## src/rtl/mbist_pkg.sv

```systemverilog
// Shared types and March element tables for the MBIST/MBISR controller.
// Each element lists its address direction, how many ops it runs per address, and what those ops do.
package mbist_pkg;

  typedef enum logic [1:0] {
    IDLE  = 2'd0,
    RUN   = 2'd1,
    DRAIN = 2'd2,
    DONE  = 2'd3
  } state_e;

  localparam logic MODE_MARCH_C = 1'b0;
  localparam logic MODE_MATS    = 1'b1;

  typedef struct packed {
    logic down;     // 1 = descending address order
    logic two_ops;  // 0 = op0 only, 1 = op0 then op1
    logic op0_rd;
    logic op0_val;  // background bit for op0 (read expect / write data)
    logic op1_rd;
    logic op1_val;
  } elem_t;

  localparam int MARCH_C_LEN = 6;
  localparam int MATS_LEN    = 3;

  // Elements written as "either order" run ascending.
  localparam elem_t MARCH_C_TBL [MARCH_C_LEN] = '{
    '{1'b0, 1'b0, 1'b0, 1'b0, 1'b0, 1'b0},
    '{1'b0, 1'b1, 1'b1, 1'b0, 1'b0, 1'b1},
    '{1'b0, 1'b1, 1'b1, 1'b1, 1'b0, 1'b0},
    '{1'b1, 1'b1, 1'b1, 1'b0, 1'b0, 1'b1},
    '{1'b1, 1'b1, 1'b1, 1'b1, 1'b0, 1'b0},
    '{1'b0, 1'b0, 1'b1, 1'b0, 1'b0, 1'b0}
  };

  localparam elem_t MATS_TBL [MATS_LEN] = '{
    '{1'b0, 1'b0, 1'b0, 1'b0, 1'b0, 1'b0},
    '{1'b0, 1'b1, 1'b1, 1'b0, 1'b0, 1'b1},
    '{1'b1, 1'b1, 1'b1, 1'b1, 1'b0, 1'b0}
  };

  function automatic elem_t get_elem(input logic mode, input logic [2:0] idx);
    elem_t e;
    e = '0;
    if (mode == MODE_MATS) begin
      if (idx < 3'(MATS_LEN)) e = MATS_TBL[idx[1:0]];
    end else if (idx < 3'(MARCH_C_LEN)) begin
      e = MARCH_C_TBL[idx];
    end
    return e;
  endfunction

  function automatic logic [2:0] last_elem(input logic mode);
    return (mode == MODE_MATS) ? 3'(MATS_LEN - 1) : 3'(MARCH_C_LEN - 1);
  endfunction

endpackage

```

## src/rtl/mbisr_spare_table.sv

```systemverilog
// Spare-row remap table: logs failing addresses into the lowest free entry and flags overflow.
// It also provides a combinational lookup of functional addresses against the valid entries.
module mbisr_spare_table #(
  parameter int NUM_SPARES = 2,
  parameter int ADDR_W     = 4,
  parameter int IDX_W      = (NUM_SPARES > 1) ? $clog2(NUM_SPARES) : 1,
  parameter int USED_W     = $clog2(NUM_SPARES + 1)
) (
  input  logic              clk,
  input  logic              rst,
  input  logic              clear_i,
  input  logic              log_i,
  input  logic [ADDR_W-1:0] log_addr_i,
  input  logic [ADDR_W-1:0] lookup_addr_i,
  output logic              lookup_hit_o,
  output logic [IDX_W-1:0]  lookup_idx_o,
  output logic              overflow_o,
  output logic [USED_W-1:0] used_o
);

  logic [NUM_SPARES-1:0] valid_q;
  logic [ADDR_W-1:0]     addr_q [NUM_SPARES];
  logic [USED_W-1:0]     used_q;
  logic                  ovf_q;
  logic                  log_hit;
  logic                  any_free;
  logic [IDX_W-1:0]      free_idx;

  // Scanning high to low leaves the lowest matching / free index as the result.
  always_comb begin
    log_hit      = 1'b0;
    any_free     = 1'b0;
    free_idx     = '0;
    lookup_hit_o = 1'b0;
    lookup_idx_o = '0;
    for (int i = NUM_SPARES - 1; i >= 0; i--) begin
      if (valid_q[i] && (addr_q[i] == log_addr_i)) log_hit = 1'b1;
      if (!valid_q[i]) begin
        any_free = 1'b1;
        free_idx = IDX_W'(i);
      end
      if (valid_q[i] && (addr_q[i] == lookup_addr_i)) begin
        lookup_hit_o = 1'b1;
        lookup_idx_o = IDX_W'(i);
      end
    end
  end

  always_ff @(posedge clk) begin
    if (rst || clear_i) begin
      valid_q <= '0;
      used_q  <= '0;
      ovf_q   <= 1'b0;
    end else if (log_i && !log_hit) begin
      if (any_free) begin
        valid_q[free_idx] <= 1'b1;
        addr_q[free_idx]  <= log_addr_i;
        used_q            <= used_q + USED_W'(1);
      end else begin
        ovf_q <= 1'b1;
      end
    end
  end

  assign overflow_o = ovf_q;
  assign used_o     = used_q;

endmodule

```

## src/rtl/mbist_march_repair.sv

```systemverilog
// MBIST controller: runs March C- or MATS+ over an external single-port SRAM at one op per cycle.
// Each read is compared one cycle later, and failing addresses are logged into the spare remap table.
module mbist_march_repair
  import mbist_pkg::*;
#(
  parameter int ADDR_W     = 4,
  parameter int DATA_W     = 8,
  parameter int NUM_SPARES = 2,
  parameter int CNT_W      = 8,
  parameter int USED_W     = $clog2(NUM_SPARES + 1),
  parameter int IDX_W      = (NUM_SPARES > 1) ? $clog2(NUM_SPARES) : 1
) (
  input  logic              clk,
  input  logic              rst,
  input  logic              start,
  input  logic              mode,
  output logic [ADDR_W-1:0] mem_addr,
  output logic [DATA_W-1:0] mem_wdata,
  output logic              mem_we,
  output logic              mem_re,
  input  logic [DATA_W-1:0] mem_rdata,
  output logic              busy,
  output logic              done,
  output logic              fail,
  output logic              repairable,
  output logic              repair_overflow,
  output logic [CNT_W-1:0]  fail_count,
  output logic [USED_W-1:0] spare_used,
  input  logic [ADDR_W-1:0] lookup_addr,
  output logic              lookup_hit,
  output logic [IDX_W-1:0]  lookup_idx,
  output state_e            dbg_state
);

  state_e            state_q;
  logic              mode_q;
  logic [2:0]        elem_q;
  logic              opi_q;
  logic [ADDR_W-1:0] mem_addr_q;
  logic [DATA_W-1:0] mem_wdata_q;
  logic              mem_we_q;
  logic              mem_re_q;
  logic              cmp_valid_q;
  logic [DATA_W-1:0] cmp_exp_q;
  logic [ADDR_W-1:0] cmp_addr_q;
  logic              fail_q;
  logic [CNT_W-1:0]  fail_cnt_q;

  logic              start_go;
  logic              mismatch;
  logic              mode_d;
  logic [2:0]        elem_d;
  logic [ADDR_W-1:0] addr_d;
  logic              opi_d;
  logic              op_rd_d;
  logic              op_val_d;
  logic              last_addr;
  logic              last_op;
  logic              new_elem;
  elem_t             cur_e;
  elem_t             nxt_e;

  assign start_go = start && ((state_q == IDLE) || (state_q == DONE));
  assign mismatch = cmp_valid_q && (mem_rdata != cmp_exp_q);

  // Next op cursor: second op at the same address, then address step, then next element.
  always_comb begin
    mode_d    = (state_q == RUN) ? mode_q : mode;
    cur_e     = get_elem(mode_q, elem_q);
    last_addr = cur_e.down ? (mem_addr_q == '0) : (mem_addr_q == '1);
    elem_d    = elem_q;
    addr_d    = mem_addr_q;
    opi_d     = 1'b0;
    last_op   = 1'b0;
    new_elem  = 1'b0;
    if (state_q != RUN) begin
      elem_d   = '0;
      new_elem = 1'b1;
    end else if (cur_e.two_ops && !opi_q) begin
      opi_d = 1'b1;
    end else if (!last_addr) begin
      addr_d = cur_e.down ? (mem_addr_q - ADDR_W'(1)) : (mem_addr_q + ADDR_W'(1));
    end else if (elem_q == last_elem(mode_q)) begin
      last_op = 1'b1;
    end else begin
      elem_d   = elem_q + 3'd1;
      new_elem = 1'b1;
    end
    nxt_e = get_elem(mode_d, elem_d);
    if (new_elem) addr_d = nxt_e.down ? '1 : '0;
    op_rd_d  = opi_d ? nxt_e.op1_rd  : nxt_e.op0_rd;
    op_val_d = opi_d ? nxt_e.op1_val : nxt_e.op0_val;
  end

  always_ff @(posedge clk) begin
    if (rst) begin
      state_q     <= IDLE;
      mode_q      <= 1'b0;
      elem_q      <= '0;
      opi_q       <= 1'b0;
      mem_addr_q  <= '0;
      mem_wdata_q <= '0;
      mem_we_q    <= 1'b0;
      mem_re_q    <= 1'b0;
      cmp_valid_q <= 1'b0;
      cmp_exp_q   <= '0;
      cmp_addr_q  <= '0;
      fail_q      <= 1'b0;
      fail_cnt_q  <= '0;
    end else begin
      // Read data arrives the cycle after the strobe; mem_wdata_q holds the expected background.
      cmp_valid_q <= mem_re_q;
      cmp_exp_q   <= mem_wdata_q;
      cmp_addr_q  <= mem_addr_q;
      if (mismatch) begin
        fail_q <= 1'b1;
        if (fail_cnt_q != {CNT_W{1'b1}}) fail_cnt_q <= fail_cnt_q + CNT_W'(1);
      end
      if (start_go || ((state_q == RUN) && !last_op)) begin
        elem_q      <= elem_d;
        opi_q       <= opi_d;
        mem_addr_q  <= addr_d;
        mem_re_q    <= op_rd_d;
        mem_we_q    <= !op_rd_d;
        mem_wdata_q <= {DATA_W{op_val_d}};
      end else begin
        mem_re_q <= 1'b0;
        mem_we_q <= 1'b0;
      end
      if (start_go) begin
        state_q    <= RUN;
        mode_q     <= mode;
        fail_q     <= 1'b0;
        fail_cnt_q <= '0;
      end else if ((state_q == RUN) && last_op) begin
        state_q <= DRAIN;
      end else if (state_q == DRAIN) begin
        state_q <= DONE;
      end
    end
  end

  mbisr_spare_table #(
    .NUM_SPARES(NUM_SPARES),
    .ADDR_W    (ADDR_W),
    .IDX_W     (IDX_W),
    .USED_W    (USED_W)
  ) u_spares (
    .clk          (clk),
    .rst          (rst),
    .clear_i      (start_go),
    .log_i        (mismatch),
    .log_addr_i   (cmp_addr_q),
    .lookup_addr_i(lookup_addr),
    .lookup_hit_o (lookup_hit),
    .lookup_idx_o (lookup_idx),
    .overflow_o   (repair_overflow),
    .used_o       (spare_used)
  );

  assign mem_addr   = mem_addr_q;
  assign mem_wdata  = mem_wdata_q;
  assign mem_we     = mem_we_q;
  assign mem_re     = mem_re_q;
  assign busy       = (state_q == RUN) || (state_q == DRAIN);
  assign done       = (state_q == DONE);
  assign fail       = fail_q;
  assign fail_count = fail_cnt_q;
  assign repairable = done && fail_q && !repair_overflow;
  assign dbg_state  = state_q;

endmodule

```

## config.mk

```make
export PLATFORM = sky130hd
export DESIGN_NAME = mbist_march_repair
export DESIGN_NICKNAME = d
export VERILOG_FILES = /design/src/rtl/mbist_pkg.sv /design/src/rtl/mbisr_spare_table.sv /design/src/rtl/mbist_march_repair.sv
export SDC_FILE = /design/constraint.sdc
export NUM_CORES = 1
export LEC_CHECK = 0
export ABC_AREA = 1
export CORE_AREA = 2 2 57 100
export DETAILED_ROUTE_END_ITERATION = 10
export DIE_AREA = 0 0 59 102
export PLACE_DENSITY = 0.82
export SYNTH_ARGS = -nofsm -noshare
export SYNTH_HDL_FRONTEND = slang
export SYNTH_SLANG_ARGS = --single-unit
```

## constraint.sdc

```tcl
create_clock -name clk -period 3.28 [get_ports clk]
set_input_delay 0.656 -clock clk [delete_from_list [all_inputs] [get_ports clk]]
set_output_delay 0.656 -clock clk [all_outputs]
set_load 0.01 [all_outputs]
```

==> results of run 1 <==
[cell usage in the layout (no fill, tap or decap), types with 2 or more instances in the layout]
cell and instances:
o22ai_1 3, o2111ai_1 2, inv_2 5, clkdlybuf4s50_1 48, clkinv_2 2, ha_1 13, xnor2_1 5, nor2_1 33
nand4_1 5, nor2_4 2, inv_1 50, nand2_1 41, edfxtp_1 8, nand3_1 26, nand3_4 2, nand2_2 10
dfxtp_1 34, a21oi_1 33, xor2_1 4, nand2_4 4, buf_4 3, nand3_2 4, nor3_1 8, clkbuf_8 6
o21ai_0 18
[power by group through the flow]
| stage | clock (uW) | sequential [uW] | combinational [uW] |
|---|---|---|---|
| floorplan | 0 | 597 | 228 |
| global placement | 0 | 598 | 323 |
| detailed placement | 0 | 600 | 329 |
| CTS | 355 | 588 | 331 |
| global route | 374 | 593 | 366 |
| finish | 345 | 588 | 330 |
[registers in the layout, indices dropped and copies added (netlist names), 2 cells and up]
name and count:
fail_count 8, u_spares.addr_q 8, cmp_addr_q 4, mem_addr 4, elem_q 3, dbg_state 2, u_spares.used_o 2, u_spares.valid_q 2
[per-layer routing]
layer	vias up	GRT usage, %	wire (um)
li1	1191	-	-
met1	1054	18.4	2030
met2	51	37.6	3090
met3	18	2.91	140
met4	0	9.62	178
met5	-	0	0
[cell families after synthesis]
group | synth area share, %
compound gates | 13.9
xor+xnor | 3.10
fa+ha+maj | 7.20
buf+inv | 11.3
flops | 36.3
simple gates | 28.2
[final timing paths]
kind	depth (start not counted)	slack, ns	start	to
min	2	0.44	mem_re	cmp_valid_q
min reg2reg	2	0.44	mem_re	cmp_valid_q
max reg2reg	19	0.77	elem_q[0]	mem_addr[1]
max	8	0.23	lookup_addr[0]	lookup_hit
[cell type report]
cell class / instances / area, um^2
Sequential cell: 42 / 921
Inverter: 57 / 215
Multi-Input combinational cell: 226 / 1330
Fill cell: 466 / 2030
Timing Repair Buffer: 51 / 503
Clock inverter: 2 / 12.5
Tap cell: 55 / 68.8
Clock buffer: 6 / 82.6
[through the flow]
stage               area, um^2  setup slack [ns]
global route              3130            0.0772
floorplan                 2540              1.09
global placement          3040             0.310
finish                    3130             0.227
detailed placement        3040             0.208
CTS                       3130             0.210
[worst min-delay path, delay by kind of cell, from the launching register on]
| kind | cells | cell delay [ns] |
|---|---|---|
| buf+inv | 1 | 0.05 |
| simple gates | 1 | 0.03 |
| flops | 1 | 0.31 |
==> reports/qor.txt, run 1 <==
outcome = complete, no violations
Worst EP arrival = 2.40 ns
cell taking the most area after synthesis = dfxtp_1
Area Overhead vs Synth = 23.5%
Synth cell types = 39
Layout Skew = 0.00858 ns
cell with the most instances after synthesis = inv_1
CTS-repair resized insts = 0
DR vias/cell = 5.27
post-route ant nets = 0
final core occ = 60.7%
max-slew violations = 0
Die X = 59 um
Syn Inst Count = 334
RSZ-0062 raised after global routing = false
DRC marker count from the first detailed-route iteration = 61
Initial DRT Pass Iterations = 4
CTS root buffer = clkbuf_8
Die Area = 6020 um^2
Routed WL = 5440 um
GPL Wtd Cong = 0.898
fin crit share = 93.1%
gr ovfl total = 0
worst setup path class = in2out
largest net degree at the start of global routing = 14
Worst-Margin Slew = 0.644 ns
Pint = 862 uW
first-pass GRT wire length = 9050 um
# setup viols final = 0
Comb pwr share = 26.1%
clk_lat worst skew = 0.29 ns
Setup Fix Bufs, Post-CTS = 0
Seq pwr share = 46.6%
EDFF count, synth = 8
CTS sink cnt = 42
IO Port Bufs = 48
vias in the first global route = 2,214
HPWL Detailed = 4430 um
Worst path max stage delay = 0.53 ns
gr usage total = 19.2%
Net count, final = 413
H-tree depth = 2
Post-synth top cells = 50 x inv_1, 41 x nand2_1, 34 x dfxtp_1
diode count = 0
Fin. Hold Viols = 0
P_sw = 401 uW
Synth area leaders = dfxtp_1 27%, edfxtp_1 9.5%, inv_1 7.4%
Hold/Removal Path Class = reg2reg
CP Capture Type = output pin
Clk pwr share = 27.3%
Non-Filler Instances = 439
Core ar. = 5170 um^2
PnR Total Power = 1260 uW
Critical path buffers and inverters = 3
initial antenna violation count = 0
Fmax achieved = 328 MHz
Post-Syn Area = 2540 um^2
clock buffer depth = 2
Net Sw Frac = 31.7%
post-synthesis sequential area ratio = 36.3%
Max transition margin = 56.6%
critical-path cell list = clkdlybuf4s50_1 -> o22ai_1 -> a21oi_1 -> o2111ai_1 -> nor3_1 -> inv_1 -> nand2_1 -> clkdlybuf4s50_1
IO Pins = 49
post-synth top area share = 26.8%
Max Cap Viol = 0
site row count = 35
Placed Cells = 431
Max Fanout on Critical Path = 3
setup_tns = 0 ns
Min Hold Slack = 0.435 ns
layout cell share with drive strength beyond 1 = 10.7%
CTS Buf Count = 5
Vert. Die Dim = 102 um
Crit path top cell by count = clkdlybuf4s50_1
Slowest cell on crit path = clkdlybuf4s50_1
via count = 2,314
clk slew on worst S/H paths = 0.08 ns
mean area per synthesized cell = 7.60 um^2
Avg WL per Cell = 12.4 um
synthesized net count = 364
Main synth FF type = dfxtp_1
ys async rst share = 0%
Yosys Warn Count = 0
Worst Setup Start Kind = input port
Lkg Pwr = 0.00131 uW
DRC = 0
Tmin final = 3.05 ns
CTS tree = yes
Worst path top cell family by delay = buffers and inverters
Peak VDD IR = 0.242 mV
Initial Util = 49.1%
PD cells = 403 nW/um^2
CP Data Required Time = 2.62 ns
Synth Register Bits = 42
Post-CTS Hold Buffers = 0
No activity file was read; power rests on OpenSTA's default activity.
==> inputs of run 2 (changes only) <==
- PLACE_DENSITY: 0.82 -> 0.83
==> run 2 against run 1 <==
Worst hold slack got worse by 0.0063 ns; core utilization up 0.27 points; first-iteration DRC count increased by 26%; clock skew grew 0.0011 ns; critical path type unchanged; highest routed layer unchanged.
==> reports/qor.txt, run 2 (synthesized netlist as in run 1, its figures left out) <==
Worst Hold End = cmp_valid_q
outcome = complete, no violations
Die X = 59 um
clk slew on worst S/H paths = 0.08 ns
reg-to-reg critical path endpoint = mem_addr[3]
CTS-repair resized insts = 0
gr usage total = 19.9%
# setup viols final = 0
Fin. Hold Viols = 0
setup ws final = 0.192 ns
R2R cell count = 15
Routed WL = 5630 um
Design Area, Final = 3150 um^2
final core occ = 60.9%
Max Cap Viol = 0
PD cells = 421 nW/um^2
Reg2Reg Setup Slack = 0.72 ns
first-pass GRT wire length = 9310 um
H-tree depth = 2
max-slew violations = 0
Layout Skew = 0.00972 ns
Worst Hold Depth = 2
Setup Fix Bufs, Post-CTS = 0
CP Data Required Time = 2.62 ns
Initial DRT Pass Iterations = 4
HPWL Detailed = 4550 um
via count = 2,321
largest net degree at the start of global routing = 14
commonest cells after routing, fill and taps aside = 50 x inv_1, 48 x clkdlybuf4s50_1, 41 x nand2_1
FILL cells = 440
Initial Util = 49.1%
clk_lat worst skew = 0.29 ns
DRC = 0
commonest non-fill, non-tap cell in the layout = inv_1
vias in the first global route = 2,268
Fmax achieved = 324 MHz
DRC marker count from the first detailed-route iteration = 77
layout cell share with drive strength beyond 1 = 10.7%
setup_tns = 0 ns
Post-CTS Hold Buffers = 0
Worst-Margin Slew = 0.680 ns
fin crit share = 94.1%
worst setup path class = in2out
post-route ant nets = 0
Min Hold Slack = 0.429 ns
CTS Buf Count = 5
CP Capture Type = output pin
RSZ-0062 raised after global routing = false
CTS sink cnt = 42
Peak VDD IR = 0.223 mV
Max Fanout on Critical Path = 3
multi-input logic area = 1330 um^2
Tmin final = 3.09 ns
Hold/Removal Path Class = reg2reg
GPL Wtd Cong = 0.869
Avg WL per Cell = 12.8 um
IO Port Bufs = 48
initial antenna violation count = 0
DR vias/cell = 5.29
Worst Setup Start Kind = input port
Place WS = 0.199 ns
Hold Crit Start = mem_re
site row count = 35
Max transition margin = 54.2%
Placed Area = 3040 um^2
Vert. Die Dim = 102 um
Reg-to-Reg Start = elem_q[0]
IO Pins = 49
Core ar. = 5170 um^2
Sequential Area = 921 um^2
gr ovfl total = 0
diode count = 0
clock buffer depth = 2
Die Area = 6020 um^2
Area Overhead vs Synth = 24.0%
CTS tree = yes
Lkg Pwr = 0.00132 uW
Worst EP arrival = 2.43 ns
CTS root buffer = clkbuf_8
Net count, final = 413
run 2: routing by layer:
| metal | global-route usage [%] | share of wire [%] | vias to the layer above |
|---|---|---|---|
| met4 | 11.5 | 3.9 | 0 |
| met2 | 39.8 | 58 | 41 |
| li1 | - | - | 1189 |
| met5 | 0 | 0 | - |
| met3 | 3.04 | 2.4 | 16 |
| met1 | 17.6 | 36 | 1075 |
run 2: worst max-delay path, stage by stage:
cell             delay, ns
clkdlybuf4s50_1       0.50
o22ai_1               0.09
a21oi_1               0.17
o2111ai_1             0.12
nor3_1                0.23
inv_1                 0.08
nand2_1               0.06
clkdlybuf4s50_1       0.53
run 2: worst max path at each step:
stage                     cells after the start           to            from
after CTS                                     8   lookup_hit  lookup_addr[0]
after global placement                        8   lookup_hit  lookup_addr[0]
after global routing                          8   lookup_hit  lookup_addr[0]
final                                         8   lookup_hit  lookup_addr[0]
after detailed placement                      8   lookup_hit  lookup_addr[0]
after floorplan                              19  mem_addr[1]       elem_q[0]
run 2: area by class of cell:
class	count	share of cell area, %
Tap cell	55	2.19
Inverter	57	6.84
Timing Repair Buffer	51	16.0
Clock inverter	3	1.27
Sequential cell	42	29.3
Clock buffer	5	2.19
Multi-Input combinational cell	226	42.3
run 2: power by group:
part           internal [uW]  switching [uW]
clock                    224             176
sequential               552            36.0
combinational            142             195
total                    918             407
run 2: per-stage QoR:
step                power, uW  instances
floorplan                 825        334
global placement          920        431
detailed placement        932        431
CTS                      1330        439
global route             1390        439
finish                   1330        439
==> inputs of run 3 (changes only) <==
==> constraint.sdc (replaced) <==
create_clock -name clk -period 3.28 [get_ports clk]
set_input_delay 0.82 -clock clk [delete_from_list [all_inputs] [get_ports clk]]
set_output_delay 0.82 -clock clk [all_outputs]
set_load 0.01 [all_outputs]
==> run 3 against run 2 <==
Combinational power hardly changed; clock-buffer cell count is 1 higher; clock power is 14% lower; critical path depth is 1 higher; first-iteration DRC count is 26% lower; worst setup slack worse by 0.056 ns; fmax is 1.8% lower; final cell count is 0.23% higher; sequential power hardly changed; largest cell class unchanged.
==> reports/qor.txt, run 3 (synthesized netlist as in run 1, its figures left out) <==
final core occ = 60.9%
first-pass GRT wire length = 9270 um
Max transition margin = 61.2%
Core ar. = 5170 um^2
Routed WL = 5590 um
Lkg Pwr = 0.00135 uW
Net count, final = 414
Min Hold Slack = 0.428 ns
Worst EP arrival = 2.32 ns
Avg WL per Cell = 12.7 um
Die X = 59 um
site row count = 35
Peak VDD IR = 0.336 mV
worst setup path class = in2out
layout cell share with drive strength beyond 1 = 11.2%
commonest cells after routing, fill and taps aside = 50 x inv_1, 46 x clkdlybuf4s50_1, 41 x nand2_1
gr ovfl total = 0
outcome = complete, no violations
CP Data Required Time = 2.46 ns
DRC marker count from the first detailed-route iteration = 57
largest net degree at the start of global routing = 14
Max Cap Viol = 0
Die Area = 6020 um^2
PD cells = 403 nW/um^2
Placed Area = 3040 um^2
PnR Total Power = 1270 uW
GPL Wtd Cong = 0.892
diode count = 0
CTS Buf Count = 5
Worst-Margin Slew = 0.576 ns
post-route ant nets = 0
Layout Skew = 0.00845 ns
Fmax achieved = 318 MHz
Design Area, Final = 3150 um^2
Fin. Hold Viols = 0
IO Pins = 49
Initial DRT Pass Iterations = 6
CTS root buffer = clkbuf_8
H-tree depth = 2
gr usage total = 19.6%
commonest non-fill, non-tap cell in the layout = inv_1
initial antenna violation count = 0
clock buffer depth = 2
DR vias/cell = 5.25
Initial Util = 49.1%
DRC = 0
clk slew on worst S/H paths = 0.08 ns
Tmin final = 3.14 ns
FILL cells = 461
IO Port Bufs = 48
Vert. Die Dim = 102 um
fin crit share = 95.9%
vias in the first global route = 2,277
clk_lat worst skew = 0.30 ns
RSZ-0062 raised after global routing = false
via count = 2,309
Reg-to-Reg Start = elem_q[0]
CP Capture Type = output pin
Hold/Removal Path Class = reg2reg
# setup viols final = 0
Critical path origin = lookup_addr[0]
Hold Crit Start = mem_re
max-slew violations = 0
CTS tree = yes
CTS sink cnt = 42
Area Overhead vs Synth = 24.0%
Worst Setup Start Kind = input port
Max Fanout on Critical Path = 3
HPWL Detailed = 4430 um
## run 3: final timing paths
kind / slack [ns] / depth (start not counted) / to
worst max-delay path: 0.14 / 9 / lookup_hit
worst min-delay path: 0.43 / 2 / cmp_valid_q
worst max register to register: 0.76 / 19 / mem_addr[1]
worst min register to register: 0.43 / 2 / cmp_valid_q
## run 3: area by class of cell
cell class	count	area (um^2)	share of cell area, %
Sequential cell	42	921	29.3
Tap cell	55	68.8	2.19
Clock buffer	6	82.6	2.62
Clock inverter	2	12.5	0.397
Multi-Input combinational cell	226	1340	42.4
Inverter	57	215	6.84
Timing Repair Buffer	52	512	16.3
## run 3: timing repair
action / CTS / global route
setup endpoints to repair: 1 / 1
resized for setup: 2 / 1
hold buffers: 0 / 0
pin swaps: 1 / 1
setup buffers: 0 / 1
## run 3: where the power goes
| group | switching [uW] | internal (uW) | leakage, uW |
|---|---|---|---|
| clock | 176 | 169 | 0.0000472 |
| sequential | 36.4 | 552 | 0.000350 |
| combinational | 193 | 141 | 0.000948 |
| total | 406 | 863 | 0.00135 |
## run 3: critical path: stages
cell and delay (ns):
clkdlybuf4s50_1 0.50, o22ai_1 0.10, a21oi_1 0.13, o2111ai_1 0.14, nor3_2 0.17, buf_4 0.13
inv_1 0.03, nand2_1 0.04, dlygate4sd2_1 0.26
## run 3: through the flow
stage / TNS [ns] / setup slack (ns) / instances
after floorplan: 0 / 1.04 / 334
after global placement: -0.0179 / -0.0179 / 431
after detailed placement: -0.0978 / -0.0978 / 431
after CTS: 0 / 0.0276 / 439
after global routing: 0 / 0.00530 / 440
final: 0 / 0.136 / 440
## run 3: per-layer routing
metal / track usage (%) / part of all wire [%] / up-vias
met5: 0 / 0 / -
met4: 9.97 / 3.1 / 0
met3: 2.91 / 2.5 / 17
met2: 39.2 / 57 / 43
met1: 18.0 / 37 / 1062
li1: - / - / 1187
